$ cat config.mk
export PLATFORM = sky130hd
export DESIGN_NAME = axi4_lite_initiator
export DESIGN_NICKNAME = d
export VERILOG_FILES = /design/src/rtl/axi4_lite_pkg.sv /design/src/rtl/axi_watchdog.sv /design/src/rtl/axi4_lite_initiator.sv
export SDC_FILE = /design/constraint.sdc
export NUM_CORES = 1
export LEC_CHECK = 0
export BUFFER_PORTS_ARGS = -buffer_cell sky130_fd_sc_hd__buf_4
export CAP_MARGIN = 20
export CORE_MARGIN = 2
export CORE_UTILIZATION = 25
export DETAILED_ROUTE_END_ITERATION = 16
export PLACE_DENSITY = 0.45
export SETUP_SLACK_MARGIN = 0.1
export SKIP_CTS_REPAIR_TIMING = 1
export SYNTH_ARGS = -nofsm -noshare
export SYNTH_HDL_FRONTEND = slang
export SYNTH_SLANG_ARGS = --single-unit
export TNS_END_PERCENT = 100
$ cat constraint.sdc
create_clock -name clk -period 5.3 [get_ports clk]
set_input_delay 0.265 -clock clk [delete_from_list [all_inputs] [get_ports clk]]
set_output_delay 0.265 -clock clk [all_outputs]
set_load 0.02 [all_outputs]
$ cat src/rtl/axi4_lite_pkg.sv
// rtl/axi4_lite_pkg.sv - shared types and constants for the AXI4-lite initiator
// Purpose: FSM state enum, AXI protection encodings and the read pattern
//          returned when a transaction is aborted by the watchdog.
package axi4_lite_pkg;

    typedef enum logic [2:0] {
        IDLE    = 3'd0,
        RD_ADDR = 3'd1,
        RD_DATA = 3'd2,
        WR_REQ  = 3'd3,
        WR_RESP = 3'd4,
        DONE    = 3'd5
    } state_e;

    localparam logic [2:0]  PROT_INSN = 3'b100;
    localparam logic [2:0]  PROT_DATA = 3'b000;
    localparam logic [31:0] ERR_RDATA = 32'hDEAD_BEEF;

endpackage

$ cat src/rtl/axi_watchdog.sv
// rtl/axi_watchdog.sv - cycle counter that flags a stalled AXI transaction
// Purpose: counts busy cycles of the initiator and raises expired on the
//          cycle the count reaches TIMEOUT_CYCLES. Instantiated only when
//          AXI_INITIATOR_TIMEOUT_EN is defined.
// Ports:
//   clk, reset  - clock, asynchronous active-high reset
//   clear       - hold the count at zero (initiator idle)
//   enable      - count this cycle (transaction in flight)
//   expired     - combinational: limit reached in this cycle
module axi_watchdog #(
    parameter int unsigned TIMEOUT_CYCLES = 1024
) (
    input  logic clk,
    input  logic reset,
    input  logic clear,
    input  logic enable,
    output logic expired
);

    // count_q holds the number of busy cycles already completed, so the
    // TIMEOUT_CYCLES-th busy cycle is the one where count_q == limit - 1.
    localparam logic [31:0] TIMEOUT_LAST = 32'(TIMEOUT_CYCLES - 1);

    logic [31:0] count_q;
    logic [31:0] count_d;

    always_comb begin
        count_d = count_q;
        if (clear) begin
            count_d = 32'd0;
        end else if (enable) begin
            count_d = count_q + 32'd1;
        end
    end

    assign expired = enable && (count_q == TIMEOUT_LAST);

    always_ff @(posedge clk or posedge reset) begin
        if (reset) begin
            count_q <= 32'd0;
        end else begin
            count_q <= count_d;
        end
    end

endmodule

$ cat src/rtl/axi4_lite_initiator.sv
// rtl/axi4_lite_initiator.sv - native memory request to single AXI4-lite transactions
// Purpose: one transaction in flight; reads use AR/R, writes issue AW and W
//          together (each completing independently) then wait for B.
//          Optional watchdog abort under AXI_INITIATOR_TIMEOUT_EN.
// Ports:
//   clk, reset                     - clock, asynchronous active-high reset
//   mem_valid/instr/addr/wdata/wstrb - native request (wstrb == 0 means read)
//   mem_ready, mem_rdata           - one-cycle completion pulse, read data
//   mem_axi_aw*, mem_axi_w*, mem_axi_b* - AXI write channels
//   mem_axi_ar*, mem_axi_r*        - AXI read channels
//   bus_error                      - sticky watchdog flag (0 without the watchdog)
module axi4_lite_initiator
    import axi4_lite_pkg::*;
#(
    parameter int unsigned TIMEOUT_CYCLES = 1024
) (
    input  logic        clk,
    input  logic        reset,

    input  logic        mem_valid,
    input  logic        mem_instr,
    input  logic [31:0] mem_addr,
    input  logic [31:0] mem_wdata,
    input  logic [3:0]  mem_wstrb,
    output logic        mem_ready,
    output logic [31:0] mem_rdata,

    output logic        mem_axi_awvalid,
    input  logic        mem_axi_awready,
    output logic [31:0] mem_axi_awaddr,
    output logic [2:0]  mem_axi_awprot,

    output logic        mem_axi_wvalid,
    input  logic        mem_axi_wready,
    output logic [31:0] mem_axi_wdata,
    output logic [3:0]  mem_axi_wstrb,

    input  logic        mem_axi_bvalid,
    output logic        mem_axi_bready,

    output logic        mem_axi_arvalid,
    input  logic        mem_axi_arready,
    output logic [31:0] mem_axi_araddr,
    output logic [2:0]  mem_axi_arprot,

    input  logic        mem_axi_rvalid,
    output logic        mem_axi_rready,
    input  logic [31:0] mem_axi_rdata,

    output logic        bus_error
);

    state_e      state_q, state_d;
    logic        arvalid_q, arvalid_d;
    logic        rready_q, rready_d;
    logic        awvalid_q, awvalid_d;
    logic        wvalid_q, wvalid_d;
    logic        bready_q, bready_d;
    logic        mem_ready_q, mem_ready_d;
    logic        aw_done_q, aw_done_d;
    logic        w_done_q, w_done_d;
    logic        bus_error_q, bus_error_d;
    logic [31:0] araddr_q, araddr_d;
    logic [2:0]  arprot_q, arprot_d;
    logic [31:0] awaddr_q, awaddr_d;
    logic [31:0] wdata_q, wdata_d;
    logic [3:0]  wstrb_q, wstrb_d;
    logic [31:0] mem_rdata_q, mem_rdata_d;
    logic        timeout;

`ifdef AXI_INITIATOR_TIMEOUT_EN
    logic busy;
    assign busy = (state_q == RD_ADDR) || (state_q == RD_DATA) ||
                  (state_q == WR_REQ)  || (state_q == WR_RESP);

    axi_watchdog #(
        .TIMEOUT_CYCLES(TIMEOUT_CYCLES)
    ) u_watchdog (
        .clk     (clk),
        .reset   (reset),
        .clear   (state_q == IDLE),
        .enable  (busy),
        .expired (timeout)
    );
`else
    assign timeout = 1'b0;
`endif

    always_comb begin
        state_d     = state_q;
        arvalid_d   = arvalid_q;
        rready_d    = rready_q;
        awvalid_d   = awvalid_q;
        wvalid_d    = wvalid_q;
        bready_d    = bready_q;
        mem_ready_d = 1'b0;
        aw_done_d   = aw_done_q;
        w_done_d    = w_done_q;
        bus_error_d = bus_error_q;
        araddr_d    = araddr_q;
        arprot_d    = arprot_q;
        awaddr_d    = awaddr_q;
        wdata_d     = wdata_q;
        wstrb_d     = wstrb_q;
        mem_rdata_d = mem_rdata_q;

        case (state_q)
            IDLE: begin
                if (mem_valid) begin
                    if (mem_wstrb != 4'b0000) begin
                        awaddr_d  = mem_addr;
                        wdata_d   = mem_wdata;
                        wstrb_d   = mem_wstrb;
                        awvalid_d = 1'b1;
                        wvalid_d  = 1'b1;
                        aw_done_d = 1'b0;
                        w_done_d  = 1'b0;
                        state_d   = WR_REQ;
                    end else begin
                        araddr_d  = mem_addr;
                        arprot_d  = mem_instr ? PROT_INSN : PROT_DATA;
                        arvalid_d = 1'b1;
                        state_d   = RD_ADDR;
                    end
                end
            end
            RD_ADDR: begin
                if (arvalid_q && mem_axi_arready) begin
                    arvalid_d = 1'b0;
                    rready_d  = 1'b1;
                    state_d   = RD_DATA;
                end
            end
            RD_DATA: begin
                if (rready_q && mem_axi_rvalid) begin
                    rready_d    = 1'b0;
                    mem_rdata_d = mem_axi_rdata;
                    mem_ready_d = 1'b1;
                    state_d     = DONE;
                end
            end
            WR_REQ: begin
                // AW and W retire independently; the flags remember which
                // handshake has already happened.
                if (awvalid_q && mem_axi_awready) begin
                    awvalid_d = 1'b0;
                    aw_done_d = 1'b1;
                end
                if (wvalid_q && mem_axi_wready) begin
                    wvalid_d = 1'b0;
                    w_done_d = 1'b1;
                end
                if (aw_done_d && w_done_d) begin
                    bready_d = 1'b1;
                    state_d  = WR_RESP;
                end
            end
            WR_RESP: begin
                if (bready_q && mem_axi_bvalid) begin
                    bready_d    = 1'b0;
                    mem_ready_d = 1'b1;
                    state_d     = DONE;
                end
            end
            DONE: begin
                state_d = IDLE;
            end
            default: begin
                state_d = IDLE;
            end
        endcase

        // Watchdog abort overrides any handshake in the same cycle so the
        // requester always gets exactly one completion pulse.
        if (timeout) begin
            arvalid_d   = 1'b0;
            rready_d    = 1'b0;
            awvalid_d   = 1'b0;
            wvalid_d    = 1'b0;
            bready_d    = 1'b0;
            bus_error_d = 1'b1;
            mem_ready_d = 1'b1;
            state_d     = DONE;
            if ((state_q == RD_ADDR) || (state_q == RD_DATA)) begin
                mem_rdata_d = ERR_RDATA;
            end
        end
    end

    always_ff @(posedge clk or posedge reset) begin
        if (reset) begin
            state_q     <= IDLE;
            arvalid_q   <= 1'b0;
            rready_q    <= 1'b0;
            awvalid_q   <= 1'b0;
            wvalid_q    <= 1'b0;
            bready_q    <= 1'b0;
            mem_ready_q <= 1'b0;
            aw_done_q   <= 1'b0;
            w_done_q    <= 1'b0;
            bus_error_q <= 1'b0;
            araddr_q    <= 32'd0;
            arprot_q    <= 3'd0;
            awaddr_q    <= 32'd0;
            wdata_q     <= 32'd0;
            wstrb_q     <= 4'd0;
            mem_rdata_q <= 32'd0;
        end else begin
            state_q     <= state_d;
            arvalid_q   <= arvalid_d;
            rready_q    <= rready_d;
            awvalid_q   <= awvalid_d;
            wvalid_q    <= wvalid_d;
            bready_q    <= bready_d;
            mem_ready_q <= mem_ready_d;
            aw_done_q   <= aw_done_d;
            w_done_q    <= w_done_d;
            bus_error_q <= bus_error_d;
            araddr_q    <= araddr_d;
            arprot_q    <= arprot_d;
            awaddr_q    <= awaddr_d;
            wdata_q     <= wdata_d;
            wstrb_q     <= wstrb_d;
            mem_rdata_q <= mem_rdata_d;
        end
    end

    assign mem_ready       = mem_ready_q;
    assign mem_rdata       = mem_rdata_q;
    assign mem_axi_awvalid = awvalid_q;
    assign mem_axi_awaddr  = awaddr_q;
    assign mem_axi_awprot  = PROT_DATA;
    assign mem_axi_wvalid  = wvalid_q;
    assign mem_axi_wdata   = wdata_q;
    assign mem_axi_wstrb   = wstrb_q;
    assign mem_axi_bready  = bready_q;
    assign mem_axi_arvalid = arvalid_q;
    assign mem_axi_araddr  = araddr_q;
    assign mem_axi_arprot  = arprot_q;
    assign mem_axi_rready  = rready_q;
    assign bus_error       = bus_error_q;

endmodule

==> impl_metrics.ini, run 1 <==
[timing]
slew-limit-headroom_pct = 32.92
maxSlewViolCount = 0
tightest_slew_ns = 1.006
max_clock_freq_ghz = 0.4056
finalSetupTns_ns = 0
fin_crit_sh_pct = 46.52
fin_crit_ns = 2.465
hold_viol_final = 0
rsz0062_at_grt = false
finalSetupViolCount = 0
holdWs_ns = 0.03713
skew_ns = 0.006858

[worst_setup_path]
cp_data_arrival_time_ns = 2.75
crit_type = reg2reg
slowest_delay_ns = 0.60
cp-startpoint = state_q[0]
critPathBufInv = 0
critPathLaunchType = flip-flop
end_kind = flip-flop
cp_max_fo = 71
worstPathRequired_ns = 5.59
path_cells = nor4b_4, nand2_4, mux2_1
slowest_stage = nand2_4
r2r_start = state_q[0]
cp_top_family = simple AND/OR/NAND/NOR gates

[detailed_routing]
wl_per_cell_um = 15.52
drtPass1Iterations = 4
drcViolationCount = 0
drt_wl_total_mm = 14.16
ant_nets = 0
viasPerCell = 4.213
via_count = 3842
dr.first_iter.drc_count = 133

[floorplanning]
rows = 54
ioPinCount = 254
dieHeight_um = 153.3
core_area_mm2 = 0.02182
fp.dieW_um = 153.3
die_area_mm2 = 0.02350
start_util_pct = 25.53

[global_routing]
grt_util_all_layers_pct = 12.35
grt-ovfl-total = 0
grt_pass1_wl_mm = 22.89
grt_pass1_vias = 4205
antenna_found_initial = 0
grt_max_degree = 102

[clock_network]
cts_htree_levels = 4
numCtsBuffers = 17
cts.sinks = 144
cts_buffer_depth = 2
clock_latency_ns = 0.41
path_clk_slew_ns = 0.06
tritoncts = yes
cts_root_buffer = clkbuf_16

[layout]
most-common-layout-cells = buf_4, dfrtp_1, mux2_2
final_common_cell = buf_4
stdcell_count = 912
antennaDiodeCount = 0
n_fill_cell = 2119
nets = 729
drive_gt1_share_pct = 57.75
syn2layout_area_growth_pct = 49.83

[synth]
syn_area_per_cell_um2 = 15.06
synth_warnings = 0
ys_ff_latch = 144
netlist_area_mm2 = 0.005572
synthCells = 370
seq_area_frac_synth_pct = 64.68
synth.distinct_cells = 26

[hold_path]
hp-class = in2async

[outcome]
status = finished, final reports clean

[power_and_ir_drop]
total_power_mw = 5.469
p_leak_nw = 4.160
vdd_ir_drop_max_mv = 0.3083
power.density_mw_per_mm2 = 655.1

[placement]
dpl.cell_count = 881
portBuffers = 247
hpwl_mm = 10.03
place_congestion = 0.7616

[run]
cap_violations = 0
[metal layers]
metal / vias to the layer above / global-route usage (%) / wire [µm]
met1: 1876 / 14.29 / 5522
met3: 8 / 7.343 / 1797
met2: 169 / 19.69 / 6713
met5: - / 0 / 0
li1: 1789 / - / -
met4: 0 / 2.822 / 124
[through the flow]
stage                     worst slack (ns)  util, %  cell area [µm²]
after global placement               2.852    35.23             7689
after global routing                 2.607    38.25             8348
after floorplan                      1.169        -             5590
after CTS                            2.773    38.25             8348
after detailed placement             2.775    35.23             7689
final                                2.835    38.25             8348
[cell families after synthesis]
logic type,after synthesis,share of synthesized area [%]
flip-flops,144,64.68
multiplexers,129,26.07
AND/OR/NAND/NOR,46,3.930
buffers and inverters,26,2.605
AO/OA/AOI/OAI,24,2.650
other,1,0.06731
[power by group]
group	internal (mW)	switching, mW
logic	1.06	1.16
clock network	0.863	0.478
registers	1.61	0.303
total	3.53	1.94
[synth_stat cells, drive strengths merged]
| library cell | number | area share [%] |
|---|---|---|
| a21o | 1 | 0.13 |
| o311ai | 1 | 0.16 |
| nand3 | 6 | 0.54 |
| nor2b | 2 | 0.22 |
| a32oi | 1 | 0.16 |
| or4 | 1 | 0.13 |
| a31oi | 2 | 0.22 |
| a21oi | 8 | 0.72 |
| a41oi | 2 | 0.31 |
| o21a | 1 | 0.13 |
| inv | 3 | 0.20 |
| buf | 20 | 2.2 |
| nor4b | 1 | 0.43 |
| nor4 | 1 | 0.11 |
| clkbuf | 3 | 0.20 |
| conb | 1 | 0.067 |
| dfrtp | 144 | 65 |
| o211ai | 2 | 0.27 |
| o21ai | 6 | 0.54 |
| nor2 | 9 | 0.61 |
| mux2 | 129 | 26 |
| nand2b | 1 | 0.11 |
| nand2 | 25 | 1.8 |
[state kept, by name (all words and copies together) (netlist names)]
name	flops
mem_axi_arprot	1
mem_ready	1
mem_axi_arvalid	1
mem_axi_wvalid	1
mem_axi_bready	1
mem_axi_wdata	32
mem_axi_awaddr	32
w_done_q	1
mem_rdata	32
mem_axi_wstrb	4
state_q	3
mem_axi_rready	1
aw_done_q	1
mem_axi_awvalid	1
mem_axi_araddr	32
[area by class of cell]
class,instances,area (µm²),area share [%]
Clock buffer,19,452.9,5.426
Tap cell,280,350.3,4.197
Timing Repair Buffer,249,1869,22.39
Inverter,3,16.27,0.1948
Sequential cell,144,3603,43.17
Multi-Input combinational cell,205,1849,22.15
Clock inverter,12,206.4,2.473
[final timing paths]
check,end,slack (ns),cells past startpoint
worst max register to register,mem_axi_awaddr[6],2.83,3
min in group clk,mem_axi_wdata[11],0.06,2
worst min register to register,mem_axi_wstrb[3],0.48,2
worst max-delay path,mem_axi_awaddr[6],2.83,3
max in group asynchronous,mem_axi_wstrb[3],4.07,3
worst min-delay path,mem_rdata[1],0.04,2
Power figures use the tool's default switching activity.
==> run 2, diff against run 1 <==
- PLACE_DENSITY: 0.45 -> 0.47
- clock period: 5.3 -> 2.1 ns (I/O delays scaled with it)
==> impl_metrics.ini, run 2 (same netlist as run 1, synthesis figures left out) <==
[floorplanning]
start_util_pct = 25.53
dieHeight_um = 153.3
die_area_mm2 = 0.02350
rows = 54
fp.dieW_um = 153.3
core_area_mm2 = 0.02182
ioPinCount = 254

[detailed_routing]
drtPass1Iterations = 4
ant_nets = 0
via_count = 4307
wl_per_cell_um = 15.09
dr.first_iter.drc_count = 142
drcViolationCount = 0
viasPerCell = 4.190
drt_wl_total_mm = 15.51

[timing]
holdWs_ns = 0.01443
final.setup.worst_slack_ns = 0.2028
skew_ns = 0.007913
finalSetupViolCount = 0
rsz0062_at_grt = false
finalSetupTns_ns = 0
fin_crit_sh_pct = 90.34
fin_crit_ns = 1.897
max_clock_freq_ghz = 0.5271
maxSlewViolCount = 0
hold_viol_final = 0

[global_routing]
grt_max_degree = 69
grt_pass1_vias = 4205
antenna_found_initial = 1
grt_util_all_layers_pct = 12.51
grt_pass1_wl_mm = 23.24
grt-ovfl-total = 0

[outcome]
status = finished, final reports clean

[placement]
place_congestion = 0.7457
portBuffers = 247
dpl.cell_count = 891
dp_slack_ns = 0.3204
hpwl_mm = 10.88
postPlaceCellArea_mm2 = 0.007850

[layout]
final_util_pct = 43.57
most-common-layout-cells = buf_4, dfrtp_1, dlygate4sd3_1
stdcell_count = 1028
nets = 843
n_fill_cell = 2000
final_common_cell = buf_4
drive_gt1_share_pct = 49.93
finalInstanceArea_mm2 = 0.009509
syn2layout_area_growth_pct = 70.67

[worst_setup_path]
crit_type = in2reg
slowest_delay_ns = 0.58
slowest_stage = or4_1
cp_data_arrival_time_ns = 2.18
path_cells = dlygate4sd3_1, buf_4, or4_1, nand2_4, buf_12, mux2_1
worstPathRequired_ns = 2.39
end_kind = flip-flop
r2r_start = state_q[1]
critPathLaunchType = input pin
cp_max_fo = 24
cp-startpoint = mem_wstrb[1]

[power_and_ir_drop]
power.density_mw_per_mm2 = 1464
p_leak_nw = 4.657
total_power_mw = 13.93
vdd_ir_drop_max_mv = 0.6165

[clock_network]
numCtsBuffers = 17
path_clk_slew_ns = 0.06
cts_buffer_depth = 2
tritoncts = yes
clock_latency_ns = 0.41
cts_htree_levels = 4
cts.sinks = 144
cts_root_buffer = clkbuf_16

[hold_path]
hold_path_startpoint = mem_axi_awready
hp-class = in2reg

[run]
cap_violations = 0
run 2: routing by layer:
layer	up-vias	part of all wire (%)	GRT usage [%]
met1	2106	41	14.37
met2	170	50	20.45
li1	2019	-	-
met5	-	0	0
met4	0	0.79	2.910
met3	12	9.0	6.890
run 2: area by class of cell:
| type | count | area (µm²) | share of cell area [%] |
|---|---|---|---|
| Clock buffer | 20 | 436.7 | 4.592 |
| Inverter | 3 | 15.01 | 0.1579 |
| Antenna cell | 1 | 2.502 | 0.02632 |
| Clock inverter | 12 | 178.9 | 1.882 |
| Timing Repair Buffer | 363 | 3073 | 32.32 |
| Sequential cell | 144 | 3603 | 37.89 |
| Tap cell | 280 | 350.3 | 3.684 |
| Multi-Input combinational cell | 205 | 1849 | 19.45 |
run 2: worst max-delay path: cells and delay by family:
family        cells  cell delay, ns
simple gates      2            0.81
mux               1            0.34
buf+inv           3            0.90
run 2: path summary, 6_finish.rpt:
| path | endpoint | slack, ns | depth (start not counted) |
|---|---|---|---|
| worst max-delay path | mem_axi_wdata[29] | 0.20 | 6 |
| worst min-delay path | mem_axi_awvalid | 0.01 | 4 |
| worst max register to register | mem_axi_wdata[29] | 0.32 | 4 |
| worst min register to register | mem_axi_awaddr[30] | 0.49 | 1 |
| max in group asynchronous | mem_axi_awaddr[3] | 1.19 | 4 |
| min in group asynchronous | mem_rdata[15] | 0.24 | 3 |
run 2: power by group:
| group | leakage [nW] | switching [mW] | internal (mW) |
|---|---|---|---|
| registers | 1.81 | 0.747 | 4.06 |
| logic | 2.55 | 3.05 | 2.89 |
| clock network | 0.304 | 1.18 | 2.00 |
